### config.mk
export PLATFORM = sky130hd
export DESIGN_NAME = dut_stim_harness
export DESIGN_NICKNAME = d
export VERILOG_FILES = /design/src/rtl/dut_stim_harness_pkg.sv /design/src/rtl/dut_stim_harness_ser.sv /design/src/rtl/dut_stim_harness.sv
export SDC_FILE = /design/constraint.sdc
export NUM_CORES = 1
export LEC_CHECK = 0
export CORE_MARGIN = 4
export CORE_UTILIZATION = 49
export DETAILED_ROUTE_END_ITERATION = 7
export PLACE_DENSITY = 0.84
export SETUP_SLACK_MARGIN = 0.2
export SLEW_MARGIN = 20
export SYNTH_ARGS = -nofsm -noshare
export SYNTH_HDL_FRONTEND = slang
export SYNTH_SLANG_ARGS = --single-unit
### constraint.sdc
create_clock -name clkin_data -period 2.36 [get_ports clkin_data]
set_input_delay 0.708 -clock clkin_data [delete_from_list [all_inputs] [get_ports clkin_data]]
set_output_delay 0.708 -clock clkin_data [all_outputs]
set_load 0.01 [all_outputs]
### src/rtl/dut_stim_harness_pkg.sv
// Shared types and word counts for the DUT stimulus/response harness.
package dut_stim_harness_pkg;

  localparam int unsigned VEC_WORDS = 3;
  localparam int unsigned RSP_WORDS = 4;
  localparam int unsigned WIDX_W    = 2;

  typedef enum logic [1:0] {
    LOAD    = 2'd0,
    SETTLE  = 2'd1,
    CAPTURE = 2'd2,
    SEND    = 2'd3
  } state_t;

  typedef logic [WIDX_W-1:0] widx_t;

  // True when idx addresses the final word of an n-word sequence.
  function automatic logic is_last_word(input widx_t idx, input int unsigned n);
    return idx == widx_t'(n - 1);
  endfunction

endpackage

### src/rtl/dut_stim_harness_ser.sv
// Response serializer: holds {probe, result} and emits it LSB word first on a
// valid/ready stream, flagging the final word.
module dut_stim_harness_ser
  import dut_stim_harness_pkg::*;
#(
  parameter int unsigned VEC_W  = 96,
  parameter int unsigned WORD_W = 32
) (
  input  logic                    clk,
  input  logic                    rst,
  input  logic                    load,
  input  logic [VEC_W+WORD_W-1:0] load_data,
  output logic                    m_valid,
  input  logic                    m_ready,
  output logic [WORD_W-1:0]       m_word,
  output logic                    m_last,
  output logic                    done_c
);

  localparam int unsigned RSP_W = VEC_W + WORD_W;

  logic [RSP_W-1:0] rsp_q;
  widx_t            idx_q;
  logic             valid_q;
  logic             last_q;
  logic             fire_c;

  assign fire_c  = valid_q & m_ready;
  assign done_c  = fire_c & is_last_word(idx_q, RSP_WORDS);
  assign m_valid = valid_q;
  assign m_word  = rsp_q[WORD_W-1:0];
  assign m_last  = last_q;

  // The current word always sits in the low slot; a handshake shifts the next one down.
  always_ff @(posedge clk) begin
    if (rst) begin
      rsp_q   <= '0;
      idx_q   <= '0;
      valid_q <= 1'b0;
      last_q  <= 1'b0;
    end else if (load) begin
      rsp_q   <= load_data;
      idx_q   <= '0;
      valid_q <= 1'b1;
      last_q  <= 1'b0;
    end else if (fire_c) begin
      rsp_q <= rsp_q >> WORD_W;
      if (done_c) begin
        idx_q   <= '0;
        valid_q <= 1'b0;
        last_q  <= 1'b0;
      end else begin
        idx_q  <= idx_q + widx_t'(1);
        last_q <= is_last_word(idx_q + widx_t'(1), RSP_WORDS);
      end
    end
  end

endmodule

### src/rtl/dut_stim_harness.sv
// Stimulus/response harness: assembles 3-word vectors onto the DUT input,
// waits a programmable settle time, captures the DUT result and streams it back.
module dut_stim_harness
  import dut_stim_harness_pkg::*;
#(
  parameter int unsigned VEC_W    = 96,
  parameter int unsigned WORD_W   = 32,
  parameter int unsigned SETTLE_W = 4
) (
  input  logic                clkin_data,
  input  logic                rst,
  input  logic                s_valid,
  output logic                s_ready,
  input  logic [WORD_W-1:0]   s_word,
  input  logic [SETTLE_W-1:0] settle_cycles,
  output logic [VEC_W-1:0]    drive_data,
  input  logic [VEC_W-1:0]    sample_data,
  input  logic [WORD_W-1:0]   probe_in,
  output logic                m_valid,
  input  logic                m_ready,
  output logic [WORD_W-1:0]   m_word,
  output logic                m_last,
  output logic                busy
);

  state_t              state_q;
  state_t              state_d;
  widx_t               widx_q;
  logic                run_q;
  logic [VEC_W-1:0]    shadow_q;
  logic [VEC_W-1:0]    drive_q;
  logic [SETTLE_W-1:0] cnt_q;
  logic                accept_c;
  logic                last_c;
  logic                capture_c;
  logic                done_c;

  // run_q keeps s_ready low through reset without a path from the rst pin.
  assign s_ready    = run_q & (state_q == LOAD);
  assign busy       = (state_q != LOAD);
  assign drive_data = drive_q;
  assign accept_c   = s_valid & s_ready;
  assign last_c     = accept_c & is_last_word(widx_q, VEC_WORDS);

  always_ff @(posedge clkin_data) begin
    if (rst) begin
      state_q <= LOAD;
      run_q   <= 1'b0;
    end else begin
      state_q <= state_d;
      run_q   <= 1'b1;
    end
  end

  always_comb begin
    state_d   = state_q;
    capture_c = 1'b0;
    case (state_q)
      LOAD: begin
        if (last_c) begin
          state_d = (settle_cycles != '0) ? SETTLE : CAPTURE;
        end
      end
      SETTLE: begin
        if (cnt_q <= SETTLE_W'(1)) begin
          state_d = CAPTURE;
        end
      end
      CAPTURE: begin
        capture_c = 1'b1;
        state_d   = SEND;
      end
      SEND: begin
        if (done_c) begin
          state_d = LOAD;
        end
      end
      default: state_d = LOAD;
    endcase
  end

  // Words gather in the shadow; drive_data only moves once the whole vector is in.
  always_ff @(posedge clkin_data) begin
    if (rst) begin
      widx_q   <= '0;
      shadow_q <= '0;
      drive_q  <= '0;
    end else if (accept_c) begin
      for (int k = 0; k < int'(VEC_WORDS); k++) begin
        if (widx_q == widx_t'(k)) begin
          shadow_q[k*WORD_W +: WORD_W] <= s_word;
        end
      end
      if (last_c) begin
        drive_q <= {s_word, shadow_q[VEC_W-WORD_W-1:0]};
        widx_q  <= '0;
      end else begin
        widx_q <= widx_q + widx_t'(1);
      end
    end
  end

  always_ff @(posedge clkin_data) begin
    if (rst) begin
      cnt_q <= '0;
    end else if (last_c) begin
      cnt_q <= settle_cycles;
    end else if (state_q == SETTLE) begin
      cnt_q <= cnt_q - SETTLE_W'(1);
    end
  end

  dut_stim_harness_ser #(
    .VEC_W  (VEC_W),
    .WORD_W (WORD_W)
  ) u_ser (
    .clk       (clkin_data),
    .rst       (rst),
    .load      (capture_c),
    .load_data ({probe_in, sample_data}),
    .m_valid   (m_valid),
    .m_ready   (m_ready),
    .m_word    (m_word),
    .m_last    (m_last),
    .done_c    (done_c)
  );

endmodule
==> impl_metrics.yaml, run 1 <==
grt:
  first_global_vias: 10900
  grt_antenna_before_repair: 2
  grt_start_max_net_pins: 108
  grt_pass1_wl_mm: 53.6
  grt_overflow: 0
  aggregate_global_route_resource_usage_pct: 23.9
yosys:
  post_synth_xor_area_fraction_pct: 0.218
  post_synth_inst_count: 1581
  synth_area_in_compound_gates_pct: 18.8
  synth_warnings: 0
  synthDistinctLibCells: 35
  synth-simple-area-share_pct: 23.4
  syn-mean-instance-area_um2: 7.63
  yosys.area.top_type_share_pct: 50.0
  ys_seq_area_share_pct: 50.0
  synth.area.mux_share_pct: 0.166
  largest_family_of_logic_cells_by_synthesized_area: "simple AND/OR/NAND/NOR gates"
  ys_ff_latch: 301
  synth.largest_area_cell: "dfxtp_1"
  synthesis.nets: 1758
  post_synth_fa_ha_maj_area_fraction_pct: 0.934
  synth_area_mm2: 0.0121
  synth_area_leaders: "dfxtp_1 50%, nand2_1 20%, a21oi_1 12%, a21o_1 6.0%, clkbuf_1 2.9%"
run:
  max_cap_viol_count: 0
critical_path:
  worst-setup-path-type: "reg2out"
  worst-r2r-cell-count: 8
  startpoint_class_of_the_critical_path: "flop"
  worst_r2r_endpoint: "shadow_q[55]"
  crit_end: "s_ready"
  timing.critical_path.from: "state_q[0]"
  critical_path.reg2reg.startpoint: "state_q[0]"
  setup.worst_path.end_class: "output port"
  worst-path-max-fanout: 4
  worst-endpoint-required_ns: 1.65
  regToRegSetupSlack_ns: 0.42
  cp_data_arrival_time_ns: 1.41
outcome:
  outcome: "finished clean"
drt:
  routed_wl_mm: 34.2
  number_of_drc_violations_after_detailed_routing: 0
  drt-initial-drc-count: 987
  detail_route.vias_per_cell: 5.26
  vias: 11300
  drt_first_pass_iters: 5
  antenna_left: 0
  wire_per_inst_um: 15.9
cts:
  number_of_buffers_between_clock_root_and_the_deepest_sink: 3
  clkLatencyLatePin_ns: 0.54
  clk_pin_slew_worst_paths_ns: 0.06
  cts_root_buffer: "clkbuf_16"
  cts_tree: "built"
  holdBufCountCts: 0
  cts-buffers-inserted: 30
  numClockSinks: 301
  htree_levels: 1
pwr:
  seqPwrFrac_pct: 41.1
  combinationalPowerShare_pct: 23.5
  power.density_mw_per_mm2: 870
  p_int_mw: 10.3
  net_load_switching_power_mw: 4.10
  report.power.total_mw: 14.4
  vdd_drop_max_mv: 0.679
  share_clk_of_total_power_pct: 35.4
  power_switching_share_pct: 28.5
  cellLeakagePower_nw: 7.02
layout:
  nets: 1979
  final_cell_count_no_fill: 2149
  mostFrequentLayoutCells: "647 x nand2_1, 299 x dfxtp_1, 295 x a21oi_1"
  final_core_util_pct: 68.1
  layout-area-overhead-vs-synth_pct: 36.9
  num-fill-cells: 1939
  drive_above_1_share_pct: 6.09
  post-route-cell-area_mm2: 0.0165
  final_common_cell: "nand2_1"
placed_design:
  final_gp_congestion: 0.785
  place_area_mm2: 0.0153
  port_buffers: 299
  dp_hpwl_mm: 22.5
  placed_cells_incl_taps: 2090
floorplanning:
  die_w_um: 165
  design.portCount: 300
  die_area_mm2: 0.0272
  effective_utilization_at_floorplan_pct: 49.7
  core_area_mm2: 0.0242
  rows: 57
  die-height_um: 165
sta:
  finalSetupViolCount: 0
  timing.final.max_slew_violations: 0
  achievable-frequency_ghz: 0.472
  grt_setup_unrepaired: "yes"
  worst_slew_pin_slew_ns: 0.544
  post-route-min-period_ns: 2.12
  fin_crit_sh_pct: 89.7
  finalClockSkew_ns: 0.0119
  whs_ns: 0.449
  hold_violations: 0
  timing.max_slew.rel_slack_pct: 63.4
worst_hold_path:
  worst_hold_path_type: "reg2reg"
## sequential cells by signal, summed over array words and instances, names as in the netlist
register       cells
widx_q             2
u_ser.rsp_q      128
u_ser.m_valid      1
state_q            2
u_ser.idx_q        2
u_ser.m_last       1
drive_data        96
run_q              1
cnt_q              4
shadow_q          64
## per-stage QoR
stage | setup slack [ns] | TNS, ns
floorplan | 0.493 | 0
global placement | -0.0591 | -1.60
detailed placement | -0.0864 | -4.41
CTS | 0.0974 | 0
global route | 0.183 | 0
finish | 0.243 | 0
## cell type report
| class | count | area, um^2 | area share, % |
|---|---|---|---|
| clock inverters | 12 | 193 | 1.17 |
| flip-flops and latches | 301 | 6030 | 36.5 |
| well taps | 324 | 405 | 2.46 |
| repair buffers | 344 | 3670 | 22.2 |
| multi-input cells | 1118 | 5310 | 32.1 |
| inverters | 7 | 26.3 | 0.159 |
| clock buffers | 42 | 877 | 5.31 |
| diodes | 1 | 2.50 | 0.0152 |
## cells in the mapped netlist (all sizes together)
cell     count
a211oi       3
inv          7
nor2         7
o31ai        1
nor4b        1
nand4        1
nor4         1
nand3        2
dfxtp      301
buf         63
a22oi        1
a211o        1
xnor2        2
or3b         2
a2111oi      1
nand2      648
a21o        96
clkbuf      92
mux2i        2
xor2         1
a21oi      295
or3          1
nand4b       1
ha           9
nor3         4
and2         2
nor3b        2
o211ai       1
nand3b      32
a311oi       1
## routing by layer
metal,GRT usage (%),wire length [um],up-vias
met5,0,18,-
met4,6.58,784,2
met3,7.54,3500,61
met2,39.6,15900,432
met1,30.0,13900,5269
li1,-,-,5545
## critical path, cell delays in order (launching register included)
cell and delay [ns]:
dfxtp_2 0.34, inv_2 0.05, ha_4 0.19, and2_1 0.15
buf_2 0.14
## power by group through the flow
stage	combinational, mW	sequential [mW]	clock, mW
5_1_grt	3.76	5.96	5.38
3_3_place_gp	3.23	5.98	0
4_1_cts	3.35	5.90	5.17
6_report	3.38	5.90	5.09
3_5_place_dp	3.32	6.00	0
2_1_floorplan	2.23	5.93	0
## worst min-delay path by stage
| stage | startpoint | endpoint | slack, ns | cells after the start |
|---|---|---|---|---|
| after detailed placement | shadow_q[17] | drive_data[17] | 0.45 | 2 |
| after global placement | shadow_q[47] | drive_data[47] | 0.44 | 2 |
| final | shadow_q[30] | drive_data[30] | 0.45 | 2 |
| after global routing | shadow_q[29] | drive_data[29] | 0.46 | 2 |
| after floorplan | shadow_q[0] | drive_data[0] | 0.43 | 2 |
| after CTS | shadow_q[30] | drive_data[30] | 0.45 | 2 |
## cells by family (layout without fill, tap and decap cells)
group,count (synthesis),after routing
AND/OR/NAND/NOR,704,704
AO/OA/AOI/OAI,400,400
flip-flops,301,301
buffers and inverters,162,405
adder cells (fa/ha/maj),9,9
XOR/XNOR,3,3
multiplexers,2,2
other,0,1
## repair_timing
action                                  in CTS  in global routing
pin swaps                                    1                  1
resized for setup                           72                 65
endpoints found under the setup margin      62                 64
setup buffers                                1                  3
No activity file was read; power rests on OpenSTA's default activity.
==> run 2, diff against run 1 <==
Clock period 2.36 ns to 2.4 ns, I/O delays scaled along.
==> run 2 against run 1 <==
Against the previous run: non-clock buffer count shrank 7; die area did not move; design area is 0.42% lower; via count fell by 1.6%; wire length down 2.9%; critical path type unchanged; clock skew increased by 0.00094 ns; register-to-register slack gained 0.12 ns; count of clock-buffer cells in the layout up 3; sequential share of layout area increased by 0.17 points; combinational power shrank 4%.
==> impl_metrics.yaml, run 2 (synthesis results as in run 1) <==
outcome:
  outcome: "finished clean"
critical_path:
  critical-path-max-stage-delay_ns: 0.57
  cp_slowest_cell: "clkdlybuf4s50_1"
  cp_top_family: "buffers and inverters"
  cp_data_arrival_time_ns: 1.46
  timing.critical_path.cells: "clkdlybuf4s50_1"
  worst-endpoint-required_ns: 1.68
  startpoint_class_of_the_critical_path: "flop"
  worst-path-max-fanout: 2
  setup.worst_path.end_class: "output port"
  critical_path_buf_inv_count: 1
  worst-setup-path-type: "reg2out"
pwr:
  cellLeakagePower_nw: 6.71
  power.density_mw_per_mm2: 837
  report.power.total_mw: 13.8
  vdd_drop_max_mv: 0.574
floorplanning:
  die_area_mm2: 0.0272
  core_area_mm2: 0.0242
  effective_utilization_at_floorplan_pct: 49.7
  die_w_um: 165
  rows: 57
  design.portCount: 300
  die-height_um: 165
layout:
  final_common_cell: "nand2_1"
  largest_register_ff_count: 128
  nets: 1972
  num-fill-cells: 1880
  top_register: "u_ser.rsp_q"
  final_core_util_pct: 67.8
  drive_above_1_share_pct: 5.61
  mostFrequentLayoutCells: "647 x nand2_1, 299 x dfxtp_1, 295 x a21oi_1"
  layout-area-overhead-vs-synth_pct: 36.4
drt:
  number_of_drc_violations_after_detailed_routing: 0
  drt_first_pass_iters: 5
  routed_wl_mm: 33.2
  detail_route.vias_per_cell: 5.20
  antenna_left: 0
  drt-initial-drc-count: 924
  vias: 11100
  wire_per_inst_um: 15.5
sta:
  hold_violations: 0
  fin_setup_tns_ns: 0
  finalSetupViolCount: 0
  timing.max_slew.rel_slack_pct: 59.4
  finalClockSkew_ns: 0.0128
  worst_slack_ns: 0.219
  timing.final.max_slew_violations: 0
  fin_crit_sh_pct: 90.9
  grt_setup_unrepaired: "yes"
  worst_slew_pin_slew_ns: 0.603
  achievable-frequency_ghz: 0.458
  post-route-min-period_ns: 2.18
cts:
  clkLatencyLatePin_ns: 0.55
  htree_levels: 1
  numClockSinks: 301
  number_of_buffers_between_clock_root_and_the_deepest_sink: 3
  clk_pin_slew_worst_paths_ns: 0.06
  cts-buffers-inserted: 30
  cts_root_buffer: "clkbuf_16"
  cts_tree: "built"
grt:
  grt_start_max_net_pins: 107
  grt_antenna_before_repair: 2
  first_global_vias: 10700
  grt_overflow: 0
  aggregate_global_route_resource_usage_pct: 23.1
  grt_pass1_wl_mm: 52.1
placed_design:
  port_buffers: 299
  dp_hpwl_mm: 22.1
  post-place-ws_ns: -0.0730
  final_gp_congestion: 0.800
worst_hold_path:
  worst_hold_path_type: "reg2reg"
run:
  max_cap_viol_count: 0
## run 2: changes by cell type in the layout (fill, tap and decap cells not counted), sizes merged
cell	change
clkdlybuf4s50	+46
dlygate4sd2	-43
clkinv	+3
bufinv	-3
dlymetal6s2s	-3
buf	-8
clkinvlp	-3
clkbuf	+4
## run 2: path summary, 6_finish.rpt
| kind | from | endpoint | slack (ns) | depth (start not counted) |
|---|---|---|---|---|
| max reg2reg | state_q[0] | shadow_q[33] | 0.54 | 7 |
| min | shadow_q[13] | drive_data[13] | 0.45 | 2 |
| min reg2reg | shadow_q[13] | drive_data[13] | 0.45 | 2 |
| max | drive_data[20] | drive_data[20] | 0.22 | 1 |
## run 2: what timing repair did
item / 4_1_cts / 5_1_grt
endpoints found under the setup margin: 19 / 61
buffers inserted: 1 / 0
hold buffers: 0 / 0
endpoints found under the hold margin: 0 / 0
resized for setup: 30 / 61
pin swaps: 1 / 1
## run 2: stage by stage
step	instance area (um^2)	cells	hold WS (ns)
finish	16400	2142	0.451
global route	16400	2142	0.466
CTS	16300	2141	0.452
detailed placement	15300	2086	0.444
global placement	15300	2086	0.436
floorplan	12100	1581	0.432
## run 2: layout make-up
cell class                 instances  area, um^2  area share [%]
multi-input combinational       1118        5310            32.3
antenna                            1        2.50          0.0152
tap                              324         405            2.47
clock inverter                     9        95.1           0.578
inverter                           7        28.8           0.175
timing repair buffer             337        3670            22.3
sequential                       301        6030            36.7
clock buffer                      45         898            5.46
## run 2: metal layers
layer,vias to the layer above,global-route usage [%],wire length (um)
met5,-,0,13
met4,2,6.96,881
met3,62,7.61,3380
met2,382,36.9,14900
met1,5132,29.8,14000
li1,5551,-,-
## run 2: power by group
group | switching [mW] | total [mW] | leakage (nW) | internal [mW]
clock network | 1.91 | 4.69 | 0.496 | 2.78
logic | 1.78 | 3.26 | 3.77 | 1.48
registers | 0.292 | 5.81 | 2.44 | 5.52
==> run 3, diff against run 2 <==
Clock period 2.4 ns to 2.5 ns, I/O delays scaled along.
==> run 3 against run 2 <==
Against the previous run: hold slack worse by 0.0023 ns; first-iteration DRC count increased by 12%; highest routed layer unchanged; combinational power is 6% lower; largest power group unchanged.
==> impl_metrics.yaml, run 3 (synthesis results as in run 1) <==
pwr:
  cellLeakagePower_nw: 5.47
  net_load_switching_power_mw: 3.84
  power_switching_share_pct: 28.9
  power.density_mw_per_mm2: 821
  p_int_mw: 9.47
  combinationalPowerShare_pct: 23.2
  report.power.total_mw: 13.3
  seqPwrFrac_pct: 42.0
  share_clk_of_total_power_pct: 34.9
  vdd_drop_max_mv: 0.504
run:
  max_cap_viol_count: 0
placed_design:
  final_gp_congestion: 0.790
  port_buffers: 299
  dp_hpwl_mm: 21.9
  placed_cells_incl_taps: 2075
grt:
  grt_overflow: 0
  grt_start_max_net_pins: 105
  first_global_vias: 10500
  aggregate_global_route_resource_usage_pct: 23.3
  grt_pass1_wl_mm: 52.4
  grt_antenna_before_repair: 3
cts:
  clkLatencyLatePin_ns: 0.54
  cts_root_buffer: "clkbuf_16"
  numClockSinks: 301
  holdBufCountCts: 0
  clk_pin_slew_worst_paths_ns: 0.06
  cts_tree: "built"
  htree_levels: 1
  number_of_buffers_between_clock_root_and_the_deepest_sink: 3
  cts-buffers-inserted: 31
layout:
  nets: 1962
  num-fill-cells: 1977
  register_area_mm2: 0.00603
  top_register: "u_ser.rsp_q"
  final_core_util_pct: 66.8
  multi_input_comb_area_mm2: 0.00531
  final_cell_count_no_fill: 2130
  drive_above_1_share_pct: 5.04
  largest_register_ff_count: 128
  layout-area-overhead-vs-synth_pct: 34.4
  mostFrequentLayoutCells: "647 x nand2_1, 299 x dfxtp_1, 295 x a21oi_1"
  final_common_cell: "nand2_1"
outcome:
  outcome: "finished clean"
critical_path:
  worst-r2r-cell-count: 8
  worst-endpoint-required_ns: 1.75
  critical_path_buf_inv_count: 1
  timing.critical_path.cells: "clkdlybuf4s50_1"
  critical-path-max-stage-delay_ns: 0.62
  startpoint_class_of_the_critical_path: "flop"
  worst-setup-path-type: "reg2out"
  critical_path_depth: 1
  cp_slowest_cell: "clkdlybuf4s50_1"
  cp_top_family: "buffers and inverters"
  cp_data_arrival_time_ns: 1.48
  worst-path-max-fanout: 2
  setup.worst_path.end_class: "output port"
drt:
  antenna_left: 0
  number_of_drc_violations_after_detailed_routing: 0
  wire_per_inst_um: 15.7
  vias: 11200
  detail_route.vias_per_cell: 5.25
  drt_first_pass_iters: 6
  routed_wl_mm: 33.4
  drt-initial-drc-count: 1038
floorplanning:
  die_w_um: 165
  design.portCount: 300
  core_area_mm2: 0.0242
  die_area_mm2: 0.0272
  rows: 57
  effective_utilization_at_floorplan_pct: 49.7
  die-height_um: 165
sta:
  finalClockSkew_ns: 0.0125
  worst_slew_pin_slew_ns: 0.653
  achievable-frequency_ghz: 0.448
  post-route-min-period_ns: 2.23
  fin_crit_sh_pct: 89.4
  timing.final.max_slew_violations: 0
  timing.max_slew.rel_slack_pct: 56.4
  grt_setup_unrepaired: "no"
  hold_violations: 0
  fin_setup_tns_ns: 0
  finalSetupViolCount: 0
worst_hold_path:
  min_path_cells: 2
  worst_hold_path_type: "reg2reg"
run 3: changes by cell type in the layout (fill, tap and decap cells not counted), sizes merged:
cell           delta
clkdlybuf4s15     +1
clkinvlp          +2
clkdlybuf4s50    +74
buf              -11
clkbuf            -6
bufinv            +2
dlymetal6s2s     -59
dlygate4sd2      -15
run 3: cell type report:
class                      instances  area share (%)
sequential                       301            37.2
multi-input combinational       1118            32.8
timing repair buffer             326            21.0
clock buffer                      40            5.24
tap                              324            2.50
clock inverter                    13            1.07
inverter                           7           0.178
antenna                            1          0.0154
run 3: power groups by stage:
stage	Sequential, mW	Clock [mW]	Combinational, mW
final	5.59	4.64	3.08
after global routing	5.64	4.94	3.45
after floorplan	5.60	0	2.11
after CTS	5.58	4.73	3.09
after detailed placement	5.67	0	3.02
after global placement	5.65	0	2.94
run 3: what timing repair did:
action                     CTS  global route
pin swaps                    1             1
setup buffers                1             0
setup endpoints to repair    4             2
gates resized for setup     15             1
run 3: path summary, 6_finish.rpt:
check | startpoint | to | slack (ns)
setup / recovery | drive_data[18] | drive_data[18] | 0.27
hold / removal | shadow_q[10] | drive_data[10] | 0.45
setup reg to reg | state_q[1] | shadow_q[48] | 0.49
hold reg to reg | shadow_q[10] | drive_data[10] | 0.45
run 3: routing by layer:
metal  GRT usage (%)  share of wire, %
met1            30.3                42
met2            36.9                45
met3            7.39               9.7
met4            7.33               2.7
met5               0             0.096
run 3: per-stage QoR:
stage          hold slack [ns]  area [um^2]  setup WS [ns]
2_1_floorplan            0.432        12100          0.591
3_3_place_gp             0.437        15200         0.0383
3_5_place_dp             0.442        15200        -0.0217
4_1_cts                  0.451        16200          0.176
5_1_grt                  0.472        16200          0.202
6_report                 0.449        16200          0.266
